`src/rtl/mem_bridge.sv`:
```
// mem_bridge: adapts the multicycle core's single-cycle memory strobe to a
// valid/ready memory bus with variable-latency read return.
//
// While an access is outstanding the core is frozen through core_en_o, so the
// control FSM advances only once the instruction or read data is present.
//
// Ports:
//   clk_i, reset_ni            clock, asynchronous active-low reset
//   core_req_i                 core requests an access this cycle
//   core_we_i                  1 = write, 0 = read
//   core_ir_write_i            read result targets instr_o (fetch)
//   core_adr_i, core_wdata_i   byte address and write data from the core
//   core_en_o                  core clock-enable (0 freezes the core)
//   instr_o, data_o            instruction register, read-data register
//   err_o                      sticky error: misaligned address or timeout
//   bus_valid_o/bus_ready_i    request handshake
//   bus_we_o, bus_adr_o,
//   bus_wdata_o                request fields (address word-aligned)
//   bus_rvalid_i, bus_rdata_i  read return
//   dbg_state_o                current FSM state (IDLE=0 REQ=1 WAIT=2 DONE=3)
//
// Handshake: a request transfers on a rising edge where bus_valid_o and
// bus_ready_i are both 1. Once raised, bus_valid_o stays high with bus_we_o,
// bus_adr_o and bus_wdata_o stable until that transfer (or until a timeout
// abort). Read data is a single-cycle bus_rvalid_i pulse, arriving at least
// one cycle after acceptance, with no backpressure from this side.

module mem_bridge #(
  parameter int                ADDR_W    = 32,
  parameter int                DATA_W    = 32,
  parameter int                TIMEOUT   = 255,
  parameter logic [DATA_W-1:0] NOP_INSTR = 32'h00000013
) (
  input  logic              clk_i,
  input  logic              reset_ni,
  input  logic              core_req_i,
  input  logic              core_we_i,
  input  logic              core_ir_write_i,
  input  logic [ADDR_W-1:0] core_adr_i,
  input  logic [DATA_W-1:0] core_wdata_i,
  output logic              core_en_o,
  output logic [DATA_W-1:0] instr_o,
  output logic [DATA_W-1:0] data_o,
  output logic              err_o,
  output logic              bus_valid_o,
  input  logic              bus_ready_i,
  output logic              bus_we_o,
  output logic [ADDR_W-1:0] bus_adr_o,
  output logic [DATA_W-1:0] bus_wdata_o,
  input  logic              bus_rvalid_i,
  input  logic [DATA_W-1:0] bus_rdata_i,
  output logic [1:0]        dbg_state_o
);

  typedef enum logic [1:0] {
    IDLE = 2'd0,
    REQ  = 2'd1,
    WAIT = 2'd2,
    DONE = 2'd3
  } state_e;

  localparam int               CNT_W    = $clog2(TIMEOUT + 1);
  // Last REQ/WAIT cycle allowed: the counter holds the number of cycles
  // already spent, so this cycle would be number TIMEOUT.
  localparam logic [CNT_W-1:0] CNT_LAST = CNT_W'(TIMEOUT - 1);

  state_e              state_q, state_d;
  logic [ADDR_W-3:0]   adr_q, adr_d;      // word address; byte offset is never sent
  logic                we_q, we_d;
  logic                ir_q, ir_d;
  logic [DATA_W-1:0]   wdata_q, wdata_d;
  logic [DATA_W-1:0]   instr_q, instr_d;
  logic [DATA_W-1:0]   data_q, data_d;
  logic                err_q, err_d;
  logic [CNT_W-1:0]    cnt_q, cnt_d;
  logic                tmo;
  logic                abort;

  always_comb begin
    state_d = state_q;
    adr_d   = adr_q;
    we_d    = we_q;
    ir_d    = ir_q;
    wdata_d = wdata_q;
    instr_d = instr_q;
    data_d  = data_q;
    err_d   = err_q;
    cnt_d   = cnt_q;
    abort   = 1'b0;
    tmo     = (cnt_q == CNT_LAST);

    case (state_q)
      IDLE: begin
        if (core_req_i) begin
          adr_d   = core_adr_i[ADDR_W-1:2];
          we_d    = core_we_i;
          ir_d    = core_ir_write_i;
          wdata_d = core_wdata_i;
          cnt_d   = '0;
          if (core_adr_i[1:0] != 2'b00) begin
            // Misaligned: never reaches the bus; reads return the abort value.
            err_d   = 1'b1;
            state_d = DONE;
            if (!core_we_i) begin
              if (core_ir_write_i) instr_d = NOP_INSTR;
              else                 data_d  = '0;
            end
          end else begin
            state_d = REQ;
          end
        end
      end
      REQ: begin
        cnt_d = cnt_q + CNT_W'(1);
        // A write finishes on acceptance and beats a simultaneous timeout.
        // A read accepted in its last allowed cycle has not completed yet,
        // so it aborts.
        if (bus_ready_i && we_q) state_d = DONE;
        else if (tmo)            abort   = 1'b1;
        else if (bus_ready_i)    state_d = WAIT;
      end
      WAIT: begin
        cnt_d = cnt_q + CNT_W'(1);
        if (bus_rvalid_i) begin
          if (ir_q) instr_d = bus_rdata_i;
          else      data_d  = bus_rdata_i;
          state_d = DONE;
        end else if (tmo) begin
          abort = 1'b1;
        end
      end
      DONE: begin
        // core_req_i is still held by the frozen core here; ignore it.
        state_d = IDLE;
      end
      default: state_d = IDLE;
    endcase

    if (abort) begin
      err_d   = 1'b1;
      state_d = DONE;
      if (!we_q) begin
        if (ir_q) instr_d = NOP_INSTR;
        else      data_d  = '0;
      end
    end
  end

  always_ff @(posedge clk_i or negedge reset_ni) begin
    if (!reset_ni) begin
      state_q <= IDLE;
      adr_q   <= '0;
      we_q    <= 1'b0;
      ir_q    <= 1'b0;
      wdata_q <= '0;
      instr_q <= NOP_INSTR;
      data_q  <= '0;
      err_q   <= 1'b0;
      cnt_q   <= '0;
    end else begin
      state_q <= state_d;
      adr_q   <= adr_d;
      we_q    <= we_d;
      ir_q    <= ir_d;
      wdata_q <= wdata_d;
      instr_q <= instr_d;
      data_q  <= data_d;
      err_q   <= err_d;
      cnt_q   <= cnt_d;
    end
  end

  // The core runs when nothing is pending: idle with no request, or the
  // single DONE cycle that lets the control FSM consume the result.
  assign core_en_o   = ((state_q == IDLE) && !core_req_i) || (state_q == DONE);
  assign bus_valid_o = (state_q == REQ);
  assign bus_we_o    = we_q;
  assign bus_adr_o   = {adr_q, 2'b00};
  assign bus_wdata_o = wdata_q;
  assign instr_o     = instr_q;
  assign data_o      = data_q;
  assign err_o       = err_q;
  assign dbg_state_o = state_q;

endmodule

```
`config.mk`:
```
export PLATFORM = sky130hd
export DESIGN_NAME = mem_bridge
export DESIGN_NICKNAME = d
export VERILOG_FILES = /design/src/rtl/mem_bridge.sv
export SDC_FILE = /design/constraint.sdc
export NUM_CORES = 1
export LEC_CHECK = 0
export CAP_MARGIN = 20
export CORE_ASPECT_RATIO = 1.2
export CORE_MARGIN = 4
export CORE_UTILIZATION = 48
export DETAILED_ROUTE_END_ITERATION = 10
export GPL_TIMING_DRIVEN = 0
export PLACE_DENSITY_LB_ADDON = 0.05
export SLEW_MARGIN = 40
export SYNTH_ARGS = -nofsm -noshare
export SYNTH_HDL_FRONTEND = slang
export SYNTH_SLANG_ARGS = --single-unit
```
`constraint.sdc`:
```
create_clock -name clk_i -period 3 [get_ports clk_i]
set_clock_uncertainty 0.2 [all_clocks]
set_input_delay 0.6 -clock clk_i [delete_from_list [all_inputs] [get_ports clk_i]]
set_output_delay 0.6 -clock clk_i [all_outputs]
set_load 0.01 [all_outputs]
```
# ---- Word-level counts from Yosys, hierarchy flattened
# Cells that the tools add are included.
dict set report classes {
  n_addsub 1
  n_eq_ne 9
  n_mux 38
  reduce_logical 15
}
# operator n
set op_table {}
lappend op_table {{$mux 32} 18}
lappend op_table {{$pmux 32 s2} 2}
lappend op_table {{$pmux 8 s2} 1}
lappend op_table {{$mux 2} 7}
lappend op_table {{$reduce_bool 2->1} 5}
lappend op_table {{$add 8x1->8 const B} 1}
lappend op_table {{$eq 8x8->1 const B} 1}
lappend op_table {{$mux 8} 1}
lappend op_table {{$pmux 2 s4} 1}
lappend op_table {{$mux 1} 7}
lappend op_table {{$ne 3x3->1 const B} 2}
lappend op_table {{$eq 2x2->1 const B} 2}
lappend op_table {{$ne 4x1->1 const B} 1}
lappend op_table {{$ne 4x2->1 const B} 1}
lappend op_table {{$reduce_and 2->1} 2}
lappend op_table {{$reduce_and 4->1} 1}
lappend op_table {{$reduce_and 3->1} 1}
lappend op_table {{$eq 2x1->1 const B} 1}
lappend op_table {{$logic_and 1x1->1} 2}
lappend op_table {{$logic_not 2->1} 1}
lappend op_table {{$ne 2x2->1 const B} 1}
lappend op_table {{$pmux 1 s2} 1}
lappend op_table {{$reduce_or 2->1} 1}
lappend op_table {{$logic_not 1->1} 1}
lappend op_table {{$logic_or 1x1->1} 1}
dict set report totals {
  register_bits 139
  in_bits 103
  output_inout_bits 134
  elab_cells 72
}

# ---- Logic depth before layout (Yosys ltp)
dict set report logic_depth {
  depth_word 8
  depth_mapped 9
  ltp_nobuf 6
}

# ---- Least setup slack after synthesis
# No wires, ideal clock.
dict set report synth_path {
  path_kind {flip-flop to output port}
  startpoint {register state_q[0], in the netlist dbg_state_o[0]}
  endpoint {output core_en_o}
  arrival_time_ns 1.326
  t_required_ns 2.200
  slack_ns 0.874
  path_stages_with_launch 6
  path_buffers 1
  path_cell_list {dfrtp_1 -> inv_1 -> ha_1 -> buf_4 -> nor2b_1 -> or2_2}
}
dict set report synth_between {
  elab_chain_cells 3
  word_cells_on_any_way 4
  classes_between {eq/ne (1); reduce/logical (3)}
}
# element line_no
set synth_rtl {}
lappend synth_rtl {{from (decl)} 67} ;# state_e state_q, state_d;
lappend synth_rtl {{from (signal assigned)} 161} ;# state_q <= state_d;
lappend synth_rtl {{$logic_not 2->1} 175} ;# assign core_en_o = ((state_q == IDLE) && !core_req_i) || (state_q == DONE);
lappend synth_rtl {{$logic_and 1x1->1} 175}
lappend synth_rtl {{$logic_or 1x1->1 *} 175}
lappend synth_rtl {{to (decl)} 41} ;# output logic core_en_o,
# Every way passes the cells marked *; elsewhere a longest branch is shown, timed or not.

# ---- Worst setup path after layout
dict set report layout_path {
  startpoint {register state_q[1], in the netlist dbg_state_o[1]}
  endpoint {output core_en_o}
}
# The elaborated chain is that of the path after synthesis.

==> impl_metrics.csv <==
group,metric,value,unit
clock_network,max-clock-path-buffers,2,
placement,hpwlAfterDp,13300,um
pwr,ir_drop,0.668,mV
layout,fin_area,9530,um^2
run_status,status,"finished clean",
worst_setup_path,cp-end-kind,"primary output",
clock_network,ctsHtreeMaxLevel,4,
placement,placed_cells,912,
clock_network,path_clk_slew,0.06,ns
clock_network,clk_latency,0.41,ns
clock_network,cts_tree,"done",
synth,syn_avg_cell_area,12.4,um^2
layout,antennaDiodeCount,0,
detailed_routing,wl_per_cell,18.9,um
timing,whs,0.275,ns
timing,fin_crit,2.82,ns
worst_setup_path,crit_required,2.20,ns
placement,port_buffers,234,
detailed_routing,postRouteAntennaNets,0,
timing,slew_violations,0,
clock_network,root_buffer,"clkbuf_16",
synth,ys.flop_type,"dfrtp_1",
global_routing,first_global_vias,5547,
timing,setup_ws,0.179,ns
floorplan,die_area,15100,um^2
detailed_routing,drtIter0Drc,289,
worst_setup_path,slowest_delay,0.42,ns
detailed_routing,wl,17800,um
synth,synth_cells,511,
timing,slew_headroom,0.585,
pwr,design_power_total,10.4,mW
timing,worst_pin_slew,0.623,ns
global_routing,grt_pass1_wl,28400,um
pwr,p_per_area,1090,nW/um^2
detailed_routing,drc,0,
timing,rsz0062_at_grt,"false",
synth,synthesis.area,6350,um^2
global_routing,gr-total-overflow,0,
layout,final_common_cell,"clkdlybuf4s50_1",
synth,synth_edf_count,0,
synth,yosysSeqAreaShare,0.549,
timing,fmax,355,MHz
placement,place_congestion,0.773,
worst_setup_path,path_buf_inv,3,
flow_run,cap_violations,0,
detailed_routing,viasPerCell,5.41,
layout,synthToLayoutAreaGrowth,50.1,%
timing,finalCritPeriodShare,0.940,
worst_setup_path,cp_top_family,"buffers and inverters",
global_routing,grt_max_degree,58,
synth,async_reset_ff_frac,1.00,
placement,postPlaceCellArea,8950,um^2
worst_setup_path,crit_path_cell_trace,"inv_1 > ha_1 > buf_4 > nor2b_2 > or2_2 > dlygate4sd2_1",
floorplan,die_w,113,um
floorplan,die_h,134,um
global_routing,antenna_found_initial,0,
floorplan,fp.coreArea,12800,um^2
synth,synth_seq_cells,139,
synth,synth_cell_type_count,43,
clock_network,numCtsBuffers,17,
layout,drive_gt1_frac,0.234,
layout,final_cell_mix,"clkdlybuf4s50_1 (232), dfrtp_1 (135), mux2_2 (117), nor2_1 (72), a22oi_1 (61)",
detailed_routing,vias,5117,
floorplan,io_pins,237,
global_routing,grt_use_total,0.237,
layout,fin_nets,878,
worst_setup_path,path_class,"reg -> out",
detailed_routing,dr.pass1.iters,4,
layout,final_cells,946,
worst_setup_path,timing.critical_path.slowest_stage_cell,"dfrtp_2",
placement,place_ws,0.0233,ns
timing,setup_viol,0,
synth,synth_warnings,0,
floorplan,start_util,0.497,
timing,final_hold_viol_count,0,
floorplan,std_cell_rows,45,
worst_setup_path,worstPathMaxFanout,10,
worst_setup_path,crit_path_start_kind,"register",
clock_network,clock-sinks,139,
pwr,power_leakage,4.13,nW
worst_setup_path,worstPathArrival,2.02,ns
hold_path,hold_class,"reg -> reg",
-- registers in the layout, indices dropped and copies added (netlist names) --
signal / flops
instr_o: 32
err_o: 1
cnt_q: 8
adr_q: 30
data_o: 32
bus_wdata_o: 32
bus_we_o: 1
dbg_state_o: 2
ir_q: 1
-- area by class of cell --
class | instances | area [um^2]
plain buffers | 36 | 188
clock buffers | 20 | 457
clock inverters | 12 | 98.8
fillers | 932 | 3260
inverters | 5 | 18.8
multi-input cells | 332 | 2660
flip-flops and latches | 139 | 3480
well taps | 164 | 205
repair buffers | 238 | 2410
-- metrics by stage --
step | utilization | TNS [ns]
finish | 0.745 | 0
global placement | 0.696 | -584.24
CTS | 0.745 | 0
global route | 0.745 | 0
detailed placement | 0.700 | 0
floorplan | - | 0
-- worst min-delay path, stage by stage (launching register included) --
cell and delay (ns):
dfrtp_1 0.34, nor2_1 0.05, nand2_1 0.06
-- power breakdown --
| group | total (mW) | switching [mW] | internal, mW | leakage (nW) |
|---|---|---|---|---|
| Combinational | 5.05 | 2.20 | 2.85 | 2.16 |
| Clock | 1.95 | 0.773 | 1.17 | 0.267 |
| Sequential | 3.39 | 0.603 | 2.79 | 1.70 |
| Total | 10.4 | 3.57 | 6.81 | 4.13 |
-- layer usage --
layer / vias up / global-route usage / wire length, um
li1: 2359 / - / -
met1: 2514 / 0.265 / 6600
met2: 217 / 0.402 / 9010
met3: 27 / 0.106 / 1830
met4: 0 / 0.0802 / 416
met5: - / 0 / 0
-- cells in the mapped netlist, drive strengths merged (4+ instances only) --
library cell | instances | area, um^2
nand2 | 10 | 40.0
mux2 | 125 | 1410
ha | 6 | 75.1
o21ai | 4 | 20.0
clkbuf | 13 | 48.8
inv | 5 | 18.8
a22oi | 61 | 458
nor3 | 6 | 35.0
dfrtp | 136 | 3400
buf | 23 | 139
nor2 | 72 | 270
nand4 | 4 | 25.0
nand3 | 5 | 25.0
-- path summary, 6_finish.rpt --
kind,from,end,slack (ns),cells past startpoint
worst max-delay path,dbg_state_o[1],core_en_o,0.18,6
worst min-delay path,err_o,err_o,0.28,2
worst max register to register,dbg_state_o[1],data_o[7],0.59,8
worst min register to register,err_o,err_o,0.28,2
max in group asynchronous,reset_ni,instr_o[12],1.54,3
min in group asynchronous,reset_ni,instr_o[23],0.47,2
-- logic make-up (layout without fill, tap and decap cells) --
logic type	count (synthesis)	in the layout	share of synthesized area
simple gates	115	115	0.0834
mux	128	128	0.227
other cells	1	2	0.000591
fa+ha+maj	6	6	0.0118
compound gates	76	76	0.0895
buf+inv	41	311	0.0325
xor+xnor	5	5	0.00690
flops	139	139	0.549
-- timing repair --
action	in CTS	in global routing
endpoints found under the setup margin	1	0
buffers inserted	1	0
hold buffers	1	0
endpoints found under the hold margin	39	0
resized for setup	3	0
Power figures use the tool's default switching activity.
